$ cat config.mk
export PLATFORM = sky130hd
export DESIGN_NAME = tx_interleave_sched_flat
export DESIGN_NICKNAME = d
export VERILOG_FILES = /design/src/rtl/tx_interleave_sched_pkg.sv /design/src/rtl/tx_interleave_sched_if.sv /design/src/rtl/tx_interleave_sched_sym.sv /design/src/rtl/tx_interleave_sched.sv /design/src/flat_wrapper.sv
export SDC_FILE = /design/constraint.sdc
export NUM_CORES = 1
export LEC_CHECK = 0
export ABC_CLOCK_PERIOD_IN_PS = 3450
export BUFFER_PORTS_ARGS = -buffer_cell sky130_fd_sc_hd__buf_2
export CELL_PAD_IN_SITES_DETAIL_PLACEMENT = 0
export CELL_PAD_IN_SITES_GLOBAL_PLACEMENT = 1
export CORE_ASPECT_RATIO = 1.4
export CORE_MARGIN = 2
export CORE_UTILIZATION = 50
export CTS_CLUSTER_DIAMETER = 30
export DETAILED_ROUTE_END_ITERATION = 8
export GPL_TIMING_DRIVEN = 0
export PLACE_DENSITY = 0.88
export SYNTH_ARGS = -nofsm -noshare
export SYNTH_HDL_FRONTEND = slang
export SYNTH_SLANG_ARGS = --single-unit
$ cat constraint.sdc
create_clock -name Clock2 -period 3.45 [get_ports Clock2]
set_input_delay 0.1725 -clock Clock2 [delete_from_list [all_inputs] [get_ports Clock2]]
set_output_delay 0.1725 -clock Clock2 [all_outputs]
set_load 0.05 [all_outputs]
$ cat src/rtl/tx_interleave_sched_pkg.sv
// tx_pkg: constants, bank-state type and the BPSK first-permutation
// address shared by the coded-bit symbol scheduler.
package tx_pkg;

    localparam int N_COL       = 16;
    localparam int N_DBPS      = 24;
    // Rate-1/2 coding doubles the data bits of a BPSK symbol
    localparam int N_CBPS_BPSK = 2 * N_DBPS;

    typedef enum logic [1:0] {
        FREE,
        FILLING,
        FULL,
        DRAINING
    } bankState_t;

    // Coded bit k lands at row (k / N_COL) of column (k mod N_COL)
    function automatic int unsigned perm_addr(input int unsigned k, input int unsigned n_cbps);
        return (n_cbps / N_COL) * (k % N_COL) + (k / N_COL);
    endfunction

endpackage

$ cat src/rtl/tx_interleave_sched_if.sv
// tx_interleave_sched_if: encoder-side write handshake, downstream read
// handshake and status lines of the symbol scheduler.
interface tx_interleave_sched_if;

    logic in_valid;
    logic in_bit;
    logic in_ready;
    logic flush;
    logic out_valid;
    logic out_bit;
    logic out_ready;
    logic busy;
    logic sym_done;

    modport master (
        output in_valid, in_bit, flush, out_ready,
        input  in_ready, out_valid, out_bit, busy, sym_done
    );

    modport slave (
        input  in_valid, in_bit, flush, out_ready,
        output in_ready, out_valid, out_bit, busy, sym_done
    );

endinterface

$ cat src/rtl/tx_interleave_sched_sym.sv
// tx_sym_bank: two banks of N_CBPS coded bits, one write port, one read
// port whose output register is the scheduler's out_bit.
module tx_sym_bank #(
    parameter int N_CBPS = 48,
    parameter int AW     = $clog2(N_CBPS)
) (
    input  logic          Clock2,
    input  logic          Reset,
    input  logic          clear_i,
    input  logic          wrEn_i,
    input  logic          wrBank_i,
    input  logic [AW-1:0] wrAddr_i,
    input  logic          wrBit_i,
    input  logic          rdEn_i,
    input  logic          rdBank_i,
    input  logic [AW-1:0] rdAddr_i,
    output logic          rdBit_o
);

    logic [N_CBPS-1:0] mem_q [2];
    logic              rdBit_q;

    // Plain storage: every address is rewritten before a bank is ever read
    always_ff @(posedge Clock2) begin
        if (wrEn_i) begin
            mem_q[wrBank_i][wrAddr_i] <= wrBit_i;
        end
    end

    // Registered read; the register holds while the consumer stalls
    always_ff @(posedge Clock2 or posedge Reset) begin
        if (Reset) begin
            rdBit_q <= 1'b0;
        end else if (clear_i) begin
            rdBit_q <= 1'b0;
        end else if (rdEn_i) begin
            rdBit_q <= mem_q[rdBank_i][rdAddr_i];
        end
    end

    assign rdBit_o = rdBit_q;

endmodule

$ cat src/rtl/tx_interleave_sched.sv
// tx_interleave_sched: ping-pong coded-bit symbol scheduler. Bits are written
// at permuted addresses into one bank while the other drains in order.
// Build macro TX_INTERLEAVE_PAD_FLUSH_EN: flush of a partial bank zero-pads
// it to a full symbol instead of discarding it.
module tx_interleave_sched
    import tx_pkg::*;
#(
    parameter int N_CBPS = N_CBPS_BPSK,
    parameter int AW     = $clog2(N_CBPS)
) (
    input  logic                 Clock2,
    input  logic                 Reset,
    input  logic                 Clear,
    tx_interleave_sched_if.slave bus
);

    localparam logic [AW-1:0] LAST_IDX = AW'(N_CBPS - 1);

    bankState_t    bankState_q [2];
    bankState_t    bankState_d [2];
    logic          wrBank_q, wrBank_d;
    logic          rdBank_q, rdBank_d;
    logic [AW-1:0] wrCnt_q, wrCnt_d;
    logic [AW-1:0] rdCnt_q, rdCnt_d;
    logic          outValid_q, outValid_d;
    logic          readyEn_q;
    logic          padding;
    logic          inReady, wrEn, wrBit, rdAccept, rdLast, rdEn, rdBankSel;
    logic [AW-1:0] wrAddr, rdAddr;

`ifdef TX_INTERLEAVE_PAD_FLUSH_EN
    logic padActive_q, padActive_d;
    assign padding = padActive_q;
`else
    assign padding = 1'b0;
`endif

    assign wrAddr   = AW'(perm_addr({{(32-AW){1'b0}}, wrCnt_q}, unsigned'(N_CBPS)));
    assign inReady  = readyEn_q && !padding &&
                      (bankState_q[wrBank_q] == FREE || bankState_q[wrBank_q] == FILLING);
    assign wrEn     = (bus.in_valid && inReady) || padding;
    assign wrBit    = bus.in_bit && !padding;
    assign rdAccept = outValid_q && bus.out_ready;
    assign rdLast   = rdAccept && (rdCnt_q == LAST_IDX);

    // Next state for both banks: write side and read side never touch the same bank
    always_comb begin
        bankState_d[0] = bankState_q[0];
        bankState_d[1] = bankState_q[1];
        wrBank_d       = wrBank_q;
        wrCnt_d        = wrCnt_q;
        rdBank_d       = rdBank_q;
        rdCnt_d        = rdCnt_q;
        outValid_d     = outValid_q;
        rdEn           = 1'b0;
        rdBankSel      = rdBank_q;
        rdAddr         = rdCnt_q;
`ifdef TX_INTERLEAVE_PAD_FLUSH_EN
        padActive_d    = padActive_q;
`endif

        if (wrEn) begin
            if (wrCnt_q == LAST_IDX) begin
                wrCnt_d                 = '0;
                bankState_d[wrBank_q]   = FULL;
                wrBank_d                = ~wrBank_q;
`ifdef TX_INTERLEAVE_PAD_FLUSH_EN
                padActive_d             = 1'b0;
`endif
            end else begin
                wrCnt_d                 = wrCnt_q + 1'b1;
                bankState_d[wrBank_q]   = FILLING;
            end
        end

        if (bus.flush && !padding && (wrCnt_d != '0)) begin
`ifdef TX_INTERLEAVE_PAD_FLUSH_EN
            padActive_d = 1'b1;
`else
            bankState_d[wrBank_q] = FREE;
            wrCnt_d               = '0;
`endif
        end

        if (!outValid_q) begin
            if (bankState_q[rdBank_q] == FULL) begin
                rdEn       = 1'b1;
                outValid_d = 1'b1;
            end
        end else if (rdAccept) begin
            if (rdLast) begin
                bankState_d[rdBank_q] = FREE;
                rdBank_d              = ~rdBank_q;
                rdCnt_d               = '0;
                outValid_d            = 1'b0;
                if (bankState_q[~rdBank_q] == FULL) begin
                    rdEn       = 1'b1;
                    rdBankSel  = ~rdBank_q;
                    rdAddr     = '0;
                    outValid_d = 1'b1;
                end
            end else begin
                if (rdCnt_q == '0) begin
                    bankState_d[rdBank_q] = DRAINING;
                end
                rdCnt_d = rdCnt_q + 1'b1;
                rdAddr  = rdCnt_q + 1'b1;
                rdEn    = 1'b1;
            end
        end
    end

    // Scheduler registers; Clear discards everything but keeps the write side open
    always_ff @(posedge Clock2 or posedge Reset) begin
        if (Reset) begin
            bankState_q[0] <= FREE;
            bankState_q[1] <= FREE;
            wrBank_q       <= 1'b0;
            rdBank_q       <= 1'b0;
            wrCnt_q        <= '0;
            rdCnt_q        <= '0;
            outValid_q     <= 1'b0;
            readyEn_q      <= 1'b0;
        end else if (Clear) begin
            bankState_q[0] <= FREE;
            bankState_q[1] <= FREE;
            wrBank_q       <= 1'b0;
            rdBank_q       <= 1'b0;
            wrCnt_q        <= '0;
            rdCnt_q        <= '0;
            outValid_q     <= 1'b0;
            readyEn_q      <= 1'b1;
        end else begin
            bankState_q[0] <= bankState_d[0];
            bankState_q[1] <= bankState_d[1];
            wrBank_q       <= wrBank_d;
            rdBank_q       <= rdBank_d;
            wrCnt_q        <= wrCnt_d;
            rdCnt_q        <= rdCnt_d;
            outValid_q     <= outValid_d;
            readyEn_q      <= 1'b1;
        end
    end

`ifdef TX_INTERLEAVE_PAD_FLUSH_EN
    // Pad sub-state flag, cleared once the padded bank wraps to FULL
    always_ff @(posedge Clock2 or posedge Reset) begin
        if (Reset) begin
            padActive_q <= 1'b0;
        end else if (Clear) begin
            padActive_q <= 1'b0;
        end else begin
            padActive_q <= padActive_d;
        end
    end
`endif

    tx_sym_bank #(
        .N_CBPS (N_CBPS),
        .AW     (AW)
    ) uBank (
        .Clock2   (Clock2),
        .Reset    (Reset),
        .clear_i  (Clear),
        .wrEn_i   (wrEn),
        .wrBank_i (wrBank_q),
        .wrAddr_i (wrAddr),
        .wrBit_i  (wrBit),
        .rdEn_i   (rdEn),
        .rdBank_i (rdBankSel),
        .rdAddr_i (rdAddr),
        .rdBit_o  (bus.out_bit)
    );

    assign bus.in_ready  = inReady;
    assign bus.out_valid = outValid_q;
    assign bus.sym_done  = rdLast && !Clear;
    assign bus.busy      = (bankState_q[0] != FREE) || (bankState_q[1] != FREE) || outValid_q;

endmodule

$ cat src/flat_wrapper.sv
// flat-port wrapper written by rule: the top's interface ports become plain ports
module tx_interleave_sched_flat import tx_pkg::*;
#(
    parameter int N_CBPS = N_CBPS_BPSK,
    parameter int AW     = $clog2(N_CBPS)
)
  (Clock2, Reset, Clear, bus_in_valid, bus_in_bit, bus_flush, bus_out_ready, bus_in_ready, bus_out_valid, bus_out_bit, bus_busy, bus_sym_done);
  tx_interleave_sched_if bus_i ();
  input  logic Clock2;
  input  logic Reset;
  input  logic Clear;
  input wire logic [$bits(bus_i.in_valid)-1:0] bus_in_valid;
  input wire logic [$bits(bus_i.in_bit)-1:0] bus_in_bit;
  input wire logic [$bits(bus_i.flush)-1:0] bus_flush;
  input wire logic [$bits(bus_i.out_ready)-1:0] bus_out_ready;
  output wire logic [$bits(bus_i.in_ready)-1:0] bus_in_ready;
  output wire logic [$bits(bus_i.out_valid)-1:0] bus_out_valid;
  output wire logic [$bits(bus_i.out_bit)-1:0] bus_out_bit;
  output wire logic [$bits(bus_i.busy)-1:0] bus_busy;
  output wire logic [$bits(bus_i.sym_done)-1:0] bus_sym_done;
  assign bus_i.in_valid = bus_in_valid;
  assign bus_i.in_bit = bus_in_bit;
  assign bus_i.flush = bus_flush;
  assign bus_i.out_ready = bus_out_ready;
  assign bus_in_ready = bus_i.in_ready;
  assign bus_out_valid = bus_i.out_valid;
  assign bus_out_bit = bus_i.out_bit;
  assign bus_busy = bus_i.busy;
  assign bus_sym_done = bus_i.sym_done;
  tx_interleave_sched #(.N_CBPS(N_CBPS), .AW(AW)) u_core (.Clock2(Clock2), .Reset(Reset), .Clear(Clear), .bus(bus_i));
endmodule
==> metrics.txt <==
Synth area leaders=edfxtp_1 41%, nor2_1 8.8%, dfrtp_1 7.4%; Setup crit end kind=flop; worst path cell trace=buf_2 > clkbuf_1 > clkbuf_1 > clkbuf_1 > a211oi_1 > o211ai_1 > o311ai_0 > a31oi_1 > o41ai_2; full die area=15,100 um2; period utilization=0.9981; Synth area leader=edfxtp_1; synthesized area=7059 um2; Initial Util=0.5098; row count=51; unique cell type count in the Yosys netlist=72; Routed WL=23,640 um; Clock Tree Buf Depth=2; synth warn=0; DP HPWL=16,280 um; DRC Markers=0; final hold violations=0; dpl ws=-0.1230 ns; P per Cell Area=435.8 nW/um2; H-tree Lvls=4; Final Power=0.003514 W; drt pass-1 iters=6; crit path kind=flop to flop; busiest grt layer=met2; Clock Tree Root=clkbuf_16; Num CTS Buffers=17; initial DRC count=821; outcome=completed; die height=144.6 um; met2 usage=0.5349; Worst-Skew Late Latency=0.42 ns; vias in the first global route=6,243; first-pass GRT wire length=35,740 um; fill count=1,275; Final Setup Violations=0; vias after detailed routing=6,486; DR vias/cell=6.585; Peak VDD IR=0.3164 mV; Ant. Diodes=0; CTS Sinks=117; Worst Path Buf+Inv=4; Worst-path clk slew=0.06 ns; Post-synth EDFFs=96; Routed Antenna Nets=0; Max Transition Viols Final=0; syn_area_per_cell=9.375 um2; Core Region=13,850 um2; Tmin final=3.444 ns; DR WL/cell=24.00 um; CP required=3.74 ns; worst setup margin=0.006412 ns; Area Overhead vs Synth=14.21%; GRT Util Overall=0.3210; fraction of layout cells with a size suffix above 1=0.1213; Crit-path slowest cell=clkbuf_1; CP Launch Type=flop; I/O pin total=12; setup slack, reg-to-reg=0.006 ns; die outline width=104.4 um; ys async rst share=0.1795; Top Family by Delay on Critical Path=buffers and inverters; HP Class=primary input to flop; LEAKAGE=2.762 nW; most frequent CP cell=clkbuf_1; crit-path max FO=10; max capacitance violation total=0; M3 GR Usage=0.06264; Main synth FF type=edfxtp_1; Max Clk Rate=290.4 MHz; area share of the largest cell type after synthesis=0.4084; Max-slew headroom=0.3139; Arr. time, crit path=3.73 ns; most instantiated library cell after synthesis=nor2_1; Worst path max stage delay=0.59 ns; pin count of the biggest net entering global routing=97; grt met1 use=0.3828; IO Port Bufs=10; flops & latches, synth=117; syn nets=772; Setup Skew=0.01271 ns; sequential area share after synthesis=0.4828; antenna violations before repair=0; grt total ovfl=0; CTS tree=built; RD Place Congestion=0.9953; # nets final=806; worst slew pin tran=1.000 ns; cells after synthesis=753; synth cell count leaders=166 x nor2_1, 96 x edfxtp_1, 48 x nand2_1, 33 x clkbuf_1, 33 x nor3_1
[sequential cells by signal, summed over array words and instances (netlist names)]
register and flops:
u_core.wrBank_q 1, u_core.uBank.mem_q 96, u_core.bus.out_valid 1, u_core.rdBank_q 1, u_core.bankState_q 4, u_core.uBank.rdBit_o 1, u_core.rdCnt_q 6, u_core.wrCnt_q 6
u_core.readyEn_q 1
[area by class of cell]
type	count	area (um2)	share of cell area
plain buffers	61	281.5	0.03492
clock buffers	17	425.4	0.05276
flip-flops and latches	117	3408	0.4227
inverters	24	90.09	0.01117
multi-input cells	551	3331	0.4131
clock inverters	15	202.7	0.02514
repair buffers	15	92.59	0.01148
well taps	185	231.5	0.02871
[path summary, 6_finish.rpt]
path                                          startpoint                          endpoint  depth (start not counted)
min in group asynchronous                          Reset    u_core.bus.out_valid$_DFF_PP0_                          3
max                          u_core.rdBank_q$_DFFE_PP0P_  u_core.uBank.rdBit_o$_DFFE_PP0P_                          9
max in group asynchronous                          Reset  u_core.uBank.rdBit_o$_DFFE_PP0P_                          3
min reg2reg                u_core.rdCnt_q[5]$_DFFE_PP0P_     u_core.rdCnt_q[5]$_DFFE_PP0P_                          2
min                                         bus_in_valid       u_core.wrCnt_q[1]$_DFF_PP0_                          4
max reg2reg                  u_core.rdBank_q$_DFFE_PP0P_  u_core.uBank.rdBit_o$_DFFE_PP0P_                          9
[report_power, final]
part           leakage, nW  internal [W]  switching [W]
clock                0.294       0.00121       0.000686
combinational         1.32     0.0000189      0.0000592
sequential            1.15       0.00153     0.00000524
total                 2.76       0.00276       0.000750
[per-layer routing]
metal,wire (um),up-vias
li1,-,2882
met1,8827,3114
met2,11340,384
met3,2061,106
met4,1407,0
met5,0,-
[cells in the final DEF, fill, tap and decap left out, types with 6 or more instances in the layout]
cell type | synthesis | routed
nor3_1 | 33 | 33
clkbuf_1 | 33 | 30
a21oi_1 | 29 | 29
nor4_1 | 6 | 6
inv_1 | 24 | 24
o32ai_1 | 19 | 18
buf_4 | 5 | 10
a31oi_1 | 18 | 18
a211oi_1 | 13 | 13
buf_2 | 16 | 25
edfxtp_1 | 96 | 96
clkbuf_16 | 0 | 17
o211ai_1 | 9 | 9
mux2i_1 | 9 | 9
nand2_1 | 48 | 47
nand3_1 | 22 | 21
nor2b_1 | 12 | 12
a32oi_1 | 9 | 9
dfrtp_1 | 21 | 21
a21o_1 | 6 | 6
nor2_1 | 166 | 166
nor3b_1 | 14 | 14
o21ai_0 | 10 | 10
nand2b_1 | 10 | 10
nand4_1 | 7 | 7
ha_1 | 10 | 10
[tightest hold or removal path, cell delays in order]
cell	delay [ns]
buf_2	0.09
nand2_1	0.13
nand2_1	0.10
a21oi_1	0.06
[timing repair]
action | 4_1_cts | 5_1_grt
hold endpoints to repair | 21 | 0
pin swaps | 0 | 1
buffers inserted | 0 | 4
gates resized for setup | 3 | 12
cloned | 0 | 0
setup endpoints to repair | 1 | 1
hold buffers | 1 | 0
[through the flow]
step                      instances  hold WS, ns    util  cell area [um2]  setup TNS, ns
after floorplan                 753       0.1490       -             7059              0
after global placement          948       0.4019  0.5301             7341        -0.1479
after detailed placement        948       0.4312  0.5301             7341        -0.1230
after CTS                       981       0.1668  0.5770             7990              0
after global routing            985       0.2264  0.5823             8063       -0.01989
final                           985       0.1713  0.5823             8063              0
[cell families after synthesis]
logic type	count (synthesis)	synth area share
XOR/XNOR	4	0.004962
buffers and inverters	85	0.05176
flip-flops	117	0.4828
other	1	0.0005312
multiplexers	11	0.01808
adder cells (fa/ha/maj)	12	0.02340
AND/OR/NAND/NOR	361	0.2490
AO/OA/AOI/OAI	162	0.1694
Power figures use the tool's default switching activity.
